$ cat src/rtl/alu_serial_ctrl.sv
// rtl/alu_serial_ctrl.sv - parallel-to-serial ALU request sequencer with serial response capture
module alu_serial_ctrl #(
    parameter int TIMEOUT   = 2000,
    parameter bit CHECK_CRC = 1'b1
) (
    input  logic        clk,
    input  logic        rst,
    input  logic        req_valid,
    output logic        req_ready,
    input  logic [31:0] req_a,
    input  logic [31:0] req_b,
    input  logic [2:0]  req_op,
    output logic        sin,
    input  logic        sout,
    output logic        rsp_valid,
    input  logic        rsp_ready,
    output logic [31:0] rsp_c,
    output logic [3:0]  rsp_flags,
    output logic        rsp_crc_ok,
    output logic        rsp_err,
    output logic [5:0]  rsp_err_flags,
    output logic        rsp_timeout,
    output logic        busy
);

    localparam int CW = $clog2(TIMEOUT + 1);

    typedef enum logic [2:0] {IDLE, SEND, WAIT, RECV, DONE} state_t;

    state_t        state;
    logic [98:0]   tx_sh;
    logic [6:0]    tx_cnt;
    logic [CW-1:0] to_cnt;
    logic [3:0]    rx_pos;
    logic [8:0]    rx_sh;
    logic [2:0]    rx_frames;
    logic [31:0]   rx_c;

    function automatic logic [10:0] frame(input logic t, input logic [7:0] p);
        return {1'b0, t, p, 1'b1};
    endfunction

    function automatic logic [3:0] crc4_calc(input logic [67:0] v);
        logic [3:0] c;
        logic       fb;
        c = 4'd0;
        for (int i = 67; i >= 0; i--) begin
            fb = c[3] ^ v[i];
            c  = {c[2:0], 1'b0} ^ {2'b00, fb, fb};
        end
        return c;
    endfunction

    function automatic logic [2:0] crc3_calc(input logic [36:0] v);
        logic [2:0] c;
        logic       fb;
        c = 3'd0;
        for (int i = 36; i >= 0; i--) begin
            fb = c[2] ^ v[i];
            c  = {c[1:0], 1'b0} ^ {1'b0, fb, fb};
        end
        return c;
    endfunction

    logic [3:0]  req_crc;
    logic [98:0] tx_frame;
    logic        rx_err;
    logic [5:0]  rx_err_flags;
    logic        rx_end;
    logic        rx_crc_ok;

    assign req_crc  = crc4_calc({req_b, req_a, 1'b1, req_op});
    assign tx_frame = {frame(1'b0, req_b[31:24]), frame(1'b0, req_b[23:16]),
                       frame(1'b0, req_b[15:8]),  frame(1'b0, req_b[7:0]),
                       frame(1'b0, req_a[31:24]), frame(1'b0, req_a[23:16]),
                       frame(1'b0, req_a[15:8]),  frame(1'b0, req_a[7:0]),
                       frame(1'b1, {1'b0, req_op, req_crc})};

    // Decision taken while the stop bit is on sout; rx_sh holds {type, payload}.
    always_comb begin
        rx_err       = 1'b0;
        rx_err_flags = 6'd0;
        if (!sout) begin
            rx_err = 1'b1;
        end else if (rx_sh[8] && rx_sh[7]) begin
            rx_err       = 1'b1;
            rx_err_flags = rx_sh[6:1];
        end else if (rx_frames != 3'd4) begin
            rx_err = rx_sh[8];
        end else begin
            rx_err = !rx_sh[8];
        end
        rx_end    = rx_err || (rx_frames == 3'd4);
        rx_crc_ok = !CHECK_CRC || (crc3_calc({rx_c, 1'b0, rx_sh[6:3]}) == rx_sh[2:0]);
    end

    always_ff @(posedge clk or posedge rst) begin
        if (rst) begin
            state         <= IDLE;
            sin           <= 1'b1;
            req_ready     <= 1'b1;
            busy          <= 1'b0;
            rsp_valid     <= 1'b0;
            rsp_c         <= 32'd0;
            rsp_flags     <= 4'd0;
            rsp_crc_ok    <= 1'b0;
            rsp_err       <= 1'b0;
            rsp_err_flags <= 6'd0;
            rsp_timeout   <= 1'b0;
            tx_sh         <= '1;
            tx_cnt        <= 7'd0;
            to_cnt        <= '0;
            rx_pos        <= 4'd0;
            rx_sh         <= 9'd0;
            rx_frames     <= 3'd0;
            rx_c          <= 32'd0;
        end else begin
            case (state)
                IDLE: begin
                    if (req_valid) begin
                        sin       <= tx_frame[98];
                        tx_sh     <= {tx_frame[97:0], 1'b1};
                        tx_cnt    <= 7'd1;
                        req_ready <= 1'b0;
                        busy      <= 1'b1;
                        state     <= SEND;
                    end
                end
                SEND: begin
                    if (tx_cnt == 7'd99) begin
                        sin       <= 1'b1;
                        to_cnt    <= '0;
                        rx_frames <= 3'd0;
                        rx_c      <= 32'd0;
                        state     <= WAIT;
                    end else begin
                        sin    <= tx_sh[98];
                        tx_sh  <= {tx_sh[97:0], 1'b1};
                        tx_cnt <= tx_cnt + 7'd1;
                    end
                end
                WAIT: begin
                    if (!sout) begin
                        to_cnt <= '0;
                        rx_pos <= 4'd0;
                        state  <= RECV;
                    end else if (to_cnt == CW'(TIMEOUT - 1)) begin
                        rsp_valid     <= 1'b1;
                        rsp_timeout   <= 1'b1;
                        rsp_c         <= 32'd0;
                        rsp_flags     <= 4'd0;
                        rsp_crc_ok    <= 1'b0;
                        rsp_err       <= 1'b0;
                        rsp_err_flags <= 6'd0;
                        state         <= DONE;
                    end else begin
                        to_cnt <= to_cnt + 1'b1;
                    end
                end
                RECV: begin
                    rx_sh  <= {rx_sh[7:0], sout};
                    rx_pos <= rx_pos + 4'd1;
                    if (rx_pos == 4'd9) begin
                        if (rx_end) begin
                            rsp_valid     <= 1'b1;
                            rsp_timeout   <= 1'b0;
                            rsp_err       <= rx_err;
                            rsp_err_flags <= rx_err_flags;
                            rsp_c         <= rx_err ? 32'd0 : rx_c;
                            rsp_flags     <= rx_err ? 4'd0 : rx_sh[6:3];
                            rsp_crc_ok    <= !rx_err && rx_crc_ok;
                            state         <= DONE;
                        end else begin
                            rx_c      <= {rx_c[23:0], rx_sh[7:0]};
                            rx_frames <= rx_frames + 3'd1;
                            state     <= WAIT;
                        end
                    end
                end
                DONE: begin
                    if (rsp_ready) begin
                        rsp_valid <= 1'b0;
                        req_ready <= 1'b1;
                        busy      <= 1'b0;
                        state     <= IDLE;
                    end
                end
                default: state <= IDLE;
            endcase
        end
    end

endmodule

$ cat config.mk
export PLATFORM = sky130hd
export DESIGN_NAME = alu_serial_ctrl
export DESIGN_NICKNAME = d
export VERILOG_FILES = /design/src/rtl/alu_serial_ctrl.sv
export SDC_FILE = /design/constraint.sdc
export NUM_CORES = 1
export LEC_CHECK = 0
export BUFFER_PORTS_ARGS = -buffer_cell sky130_fd_sc_hd__buf_4
export CAP_MARGIN = 15
export CORE_MARGIN = 3
export CORE_UTILIZATION = 55
export CTS_BUF_LIST = sky130_fd_sc_hd__clkbuf_8
export DETAILED_ROUTE_END_ITERATION = 10
export GPL_TIMING_DRIVEN = 1
export PLACE_DENSITY = 0.73
export SLEW_MARGIN = 30
export SYNTH_ARGS = -nofsm -noshare
export SYNTH_HDL_FRONTEND = slang
export SYNTH_SLANG_ARGS = --single-unit
export TNS_END_PERCENT = 100
$ cat constraint.sdc
create_clock -name clk -period 15.4 [get_ports clk]
set_clock_uncertainty 0.1 [all_clocks]
set_input_delay 3.08 -clock clk [delete_from_list [all_inputs] [get_ports clk]]
set_output_delay 3.08 -clock clk [all_outputs]
set_load 0.02 [all_outputs]
Word level (Yosys, flattened, before mapping)
Index checks and enable logic that the tools add are counted.
{"block": "op_classes", "addsub": 4, "n_eq_ne": 22, "muxes": 74, "bitwise_logic": 203, "reduce_logical": 21}
{"operator": "$xor A4 B2 Y4", "count": 66}
{"operator": "$mux W32", "count": 8}
{"operator": "$mux W99", "count": 2}
{"operator": "$pmux W99 S2", "count": 1}
{"operator": "$pmux W32 S2", "count": 2}
{"operator": "$xor A3 B2 Y3", "count": 37}
{"operator": "$xor A1 B1 Y1", "count": 98}
{"operator": "$mux W6", "count": 6}
{"operator": "$mux W11", "count": 3}
{"operator": "$mux W3", "count": 10}
{"operator": "$mux W4", "count": 6}
{"operator": "$pmux W11 S2", "count": 1}
{"operator": "$mux W1", "count": 20}
{"operator": "$ne A2 B2 Y1 const B", "count": 10}
{"operator": "$pmux W4 S2", "count": 2}
{"operator": "$pmux W3 S5", "count": 1}
{"operator": "$mux W7", "count": 2}
{"operator": "$pmux W7 S2", "count": 1}
{"operator": "$pmux W1 S2", "count": 6}
{"operator": "$pmux W6 S2", "count": 1}
{"operator": "$add A11 B1 Y11 const B", "count": 1}
{"operator": "$eq A11 B11 Y1 const B", "count": 1}
{"operator": "$reduce_and A5 Y1", "count": 2}
{"operator": "$reduce_bool A2 Y1", "count": 5}
{"operator": "other kinds (23)", "count": 32}
{"block": "word_totals", "register_bits": 217, "inputBits": 72, "out_inout_bits": 49, "elab_cells": 342}

Depth between registers and ports, before layout
{"block": "logic_depth", "ltp_word": 134, "depth_mapped": 11, "ltp_nobuf": 9}

Worst setup path before layout
No wires, ideal clock.
{"block": "synth_timing", "kind": "input to register", "start": "input req_b[28]", "end": "register tx_sh[2]", "setup_time_ns": 0.073, "arrival_ns": 5.069, "path_slack_ns": 10.158, "cell_stages": 7, "n_path_buf": 0, "path_cell_list": "xnor2_1 -> xnor3_1 -> xnor2_1 -> xnor3_1 -> xnor3_1 -> xnor2_1 -> a21oi_1"}
{"block": "synth_between", "elab_chain_len": 89, "elab_cells_between_ends": 126}
{"element": "start, declared", "line": "11", "text": "input logic [31:0] req_b,"}
{"element": "$xor A1 B1 Y1 (*)", "line": "48", "text": "fb = c[3] ^ v[i];"}
{"element": "$xor A4 B2 Y4 (*) (3 in a row)", "line": "49", "text": "c = {c[2:0], 1'b0} ^ {2'b00, fb, fb};"}
{"element": "$xor A1 B1 Y1 or $xor A4 B2 Y4 (tied branches)", "line": "48, 49"}
{"element": "$xor A4 B2 Y4 (*) (3 in a row)", "line": "49"}
{"element": "$xor A1 B1 Y1 or $xor A4 B2 Y4 (tied branches)", "line": "48, 49"}
{"element": "$xor A4 B2 Y4 (*) (3 in a row)", "line": "49"}
{"element": "$xor A1 B1 Y1 or $xor A4 B2 Y4 (tied branches)", "line": "48, 49"}
{"element": "$xor A4 B2 Y4 (*) (3 in a row)", "line": "49"}
{"element": "[60 not listed]"}
{"element": "$xor A1 B1 Y1 or $xor A4 B2 Y4 (tied branches)", "line": "48, 49"}
{"element": "$xor A4 B2 Y4 (*) (3 in a row)", "line": "49"}
{"element": "$xor A1 B1 Y1 or $xor A4 B2 Y4 (tied branches)", "line": "48, 49"}
{"element": "$xor A4 B2 Y4 (*) (4 in a row)", "line": "49"}
{"element": "$xor A1 B1 Y1 (*)", "line": "48"}
{"element": "$xor A4 B2 Y4 (*)", "line": "49"}
{"element": "$mux W99 (*)", "line": "120", "text": "if (req_valid) begin"}
{"element": "$pmux W99 S2 (*)", "line": "118", "text": "case (state)"}
{"element": "end signal, assigned", "line": "122", "text": "tx_sh <= {tx_frame[97:0], 1'b1};"}
{"element": "end signal, assigned", "line": "138", "text": "tx_sh <= {tx_sh[97:0], 1'b1};"}
{"element": "end, declared", "line": "31", "text": "logic [98:0] tx_sh;"}
Every way passes the cells marked *; elsewhere a longest branch is shown, timed or not. The select of a mux whose other input is x is not followed.
A chain may end at the register's enable or synchronous reset.

Worst setup path after layout
{"block": "layout_timing", "start": "input req_b[28]", "end": "register tx_sh[4]"}
{"block": "layout_between", "elab_chain_len": 89, "elab_cells_between_ends": 127}
{"element": "$xor A1 B1 Y1 (*)", "line": "48"}
{"element": "$xor A4 B2 Y4 (*) (3 in a row)", "line": "49"}
{"element": "$xor A1 B1 Y1", "line": "48"}
{"element": "$xor A4 B2 Y4 (*) (3 in a row)", "line": "49"}
{"element": "$xor A1 B1 Y1", "line": "48"}
{"element": "$xor A4 B2 Y4 (*) (3 in a row)", "line": "49"}
{"element": "$xor A1 B1 Y1", "line": "48"}
{"element": "$xor A4 B2 Y4 (*) (3 in a row)", "line": "49"}
{"element": "[60 not listed]"}
{"element": "$xor A1 B1 Y1", "line": "48"}
{"element": "$xor A4 B2 Y4 (*) (3 in a row)", "line": "49"}
{"element": "$xor A1 B1 Y1", "line": "48"}
{"element": "$xor A4 B2 Y4 (*) (3 in a row)", "line": "49"}
{"element": "$xor A1 B1 Y1", "line": "48"}
{"element": "$xor A4 B2 Y4 (*) (2 in a row)", "line": "49"}
{"element": "$mux W99 (*)", "line": "120"}
{"element": "$pmux W99 S2 (*)", "line": "118"}
Marked as above.

==> metrics.cfg <==
[die]
core_um2 = 18900
die-area_um2 = 21100
ios = 121
start_util_pct = 56.5
fp-row-count = 50
die_w_um = 145
die_h_um = 145

[global_routing]
grt_overflow = 0
antenna_found_initial = 0
grt_pass1_wl_um = 39800
grt_usage_pct = 22.4
grt_pass1_vias = 8094
grt_max_degree = 136

[synthesis]
synth_cell_types = 52
synth_top_family_by_area = simple AND/OR/NAND/NOR gates
synth_seq_cells = 215
async_flop_share_pct = 100
ys.flop_type = dfrtp_1
synth_compound_area_share_pct = 11.9
synth-xor-area-share_pct = 13.5
synth-simple-area-share_pct = 19.2
synth_fa_ha_area_share_pct = 0.703
synth-seq-area-share_pct = 51.6
synth_cells = 1178
avgSynthCellArea_um2 = 9.06
synth-edff-count = 0
synthesis.nets = 1256
netlist_area_um2 = 10700
yosysWarnings = 0
synthMuxAreaShare_pct = 0.410

[routing]
via_per_inst = 5.31
drt_iter0_drc = 567
drc = 0
wl_per_cell_um = 15.0
wl_um = 23500
ant_nets = 0
vias = 8316
first_pass_iters = 5

[worst_hold_path]
hold_path.class = register to register

[layout]
final_common_cell = nand2_1
stdcell_count = 1565
n_fill_cell = 1613
drive_gt1_share_pct = 22.8
mostFrequentLayoutCells = 363 x nand2_1, 127 x buf_4, 116 x dfrtp_1, 114 x o21ai_0, 101 x xnor2_1
nets = 1355
syn_to_final_growth_pct = 17.1
diodes = 0

[clock_tree]
cts_root_buffer = clkbuf_8
clk_pin_slew_worst_paths_ns = 0.06
numCtsBuffers = 37
ctsHtreeMaxLevel = 2
clockBufferDepth = 3
cts_resized = 0
cts_sinks = 215
post-cts-setup-buffers = 0
cts_tree = built
ctsHoldBuffers = 0
insertion_delay_ns = 0.52

[sta]
slew_headroom_pct = 40.0
max_freq_ghz = 0.193
final_hold_viol_count = 0
worstMarginPinSlew_ns = 0.897
setup_violations = 0
slew_viol_final = 0
rsz0062_at_grt = false
finalSetupTns_ns = 0
post-route-min-period_ns = 5.18
fin_crit_sh_pct = 33.6

[critical_path]
critPathRequiredTime_ns = 15.71
crit_arrival_ns = 5.48
endpoint_kind = register
path_class = input port to register
crit_path_max_incr_delay_ns = 0.54
slowest_stage = xnor3_1
cp_max_fo = 2
cpMostUsedCell = xnor2_1
crit_chain = buf_4 -> xnor2_1 -> xnor3_1 -> xnor2_1 -> xnor3_1 -> xnor2_1 -> xnor2_1 -> xor2_1 -> o21ai_0
start_kind = input port

[placement]
io_buffers = 120
gp_congestion = 0.824
dp.cells = 1498
dp_hpwl_um = 15700

[power]
p_per_area_nw_per_um2 = 206
power.leakage_uw = 0.00553
vdd_drop_max_uv = 103

[status]
status = complete, no violations

[flow_run]
max-cap-violations = 0

-- metal layers --
layer | wire [um] | track usage, % | part of all wire (%) | vias up
li1 | - | - | - | 4099
met2 | 11100 | 35.5 | 47 | 218
met1 | 10700 | 32.2 | 46 | 3962
met3 | 1200 | 3.44 | 5.1 | 37
met5 | 0 | 0 | 0 | -
met4 | 443 | 6.65 | 1.9 | 0
-- stage by stage --
step	utilization (%)	hold slack (ns)	cell area [um2]	power [uW]	worst slack [ns]
6_report	66.2	0.373	12500	2580	10.22
4_1_cts	66.1	0.371	12500	2600	10.13
5_1_grt	66.2	0.389	12500	2780	10.06
3_5_place_dp	62.3	0.365	11800	2090	9.57
3_3_place_gp	62.1	0.361	11700	2050	9.63
2_1_floorplan	-	0.350	10700	1850	6.50
-- Yosys cell counts, types with 2 or more instances --
cell        n  area (um2)
dfstp_2    99        2600
nor3_1      4        20.0
mux2_2      3        33.8
nand2_1   363        1360
a22o_1      2        17.5
nand3_1     8        40.0
a31oi_1    67         419
o21ai_1     2        10.0
xnor3_4     2        52.6
nor3b_1     2        15.0
or3_1       4        25.0
buf_1       3        11.3
xor2_1     31         272
ha_1        6        75.1
a21oi_1    14        70.1
o31ai_1    11        82.6
nand2b_1    5        31.3
xnor2_1   101         885
xnor3_2     2        47.6
xor3_1      2        47.6
and3_1      6        37.5
xnor3_1     6         135
clkbuf_1   64         240
inv_1       7        26.3
dfrtp_1   116        2900
nand4_1     5        31.3
o21ai_0   114         571
nand3b_1    3        22.5
nor2_1    103         387
-- cells by family (layout without fill, tap and decap cells) --
| logic type | after synthesis | in the layout |
|---|---|---|
| AND/OR/NAND/NOR | 512 | 512 |
| buffers and inverters | 77 | 204 |
| adder cells (fa/ha/maj) | 6 | 6 |
| multiplexers | 4 | 4 |
| flip-flops | 215 | 215 |
| XOR/XNOR | 144 | 144 |
| AO/OA/AOI/OAI | 220 | 220 |
-- final cells by class --
cell class | count | area [um2] | share of cell area [%]
timing repair buffer | 130 | 1000 | 8.03
multi-input combinational | 886 | 4910 | 39.3
clock buffer | 46 | 633 | 5.06
sequential | 215 | 5500 | 44.0
tap | 260 | 325 | 2.60
clock inverter | 21 | 87.6 | 0.700
inverter | 7 | 38.8 | 0.310
-- final timing paths --
kind / from / to / slack, ns / cells after the start
setup / recovery: req_b[28] / tx_sh[4] / 10.22 / 9
hold / removal: tx_sh[80] / tx_sh[81] / 0.37 / 2
setup reg to reg: state[2] / rsp_crc_ok / 11.72 / 10
hold reg to reg: tx_sh[80] / tx_sh[81] / 0.37 / 2
max in group asynchronous: rst / rx_c[30] / 11.44 / 3
min in group asynchronous: rst / rsp_c[21] / 2.56 / 2
-- sequential cells by signal, summed over array words and instances (netlist names), 4 cells and up --
| register | flops |
|---|---|
| rsp_c | 32 |
| rsp_err_flags | 6 |
| rsp_flags | 4 |
| rx_c | 32 |
| rx_pos | 4 |
| rx_sh | 9 |
| to_cnt | 11 |
| tx_cnt | 7 |
| tx_sh | 97 |
-- worst max-delay path: cells and delay by family --
kind / cells / cell delay [ns]
buffers and inverters: 1 / 0.12
AOI/OAI and AO/OA: 1 / 0.10
xor gates and xnor gates: 7 / 2.18
-- where the power goes --
part	total, uW	switching (uW)	internal (uW)
combinational	1110	642	472
clock	496	227	269
sequential	968	129	839
(Power assumes the default switching activity.)
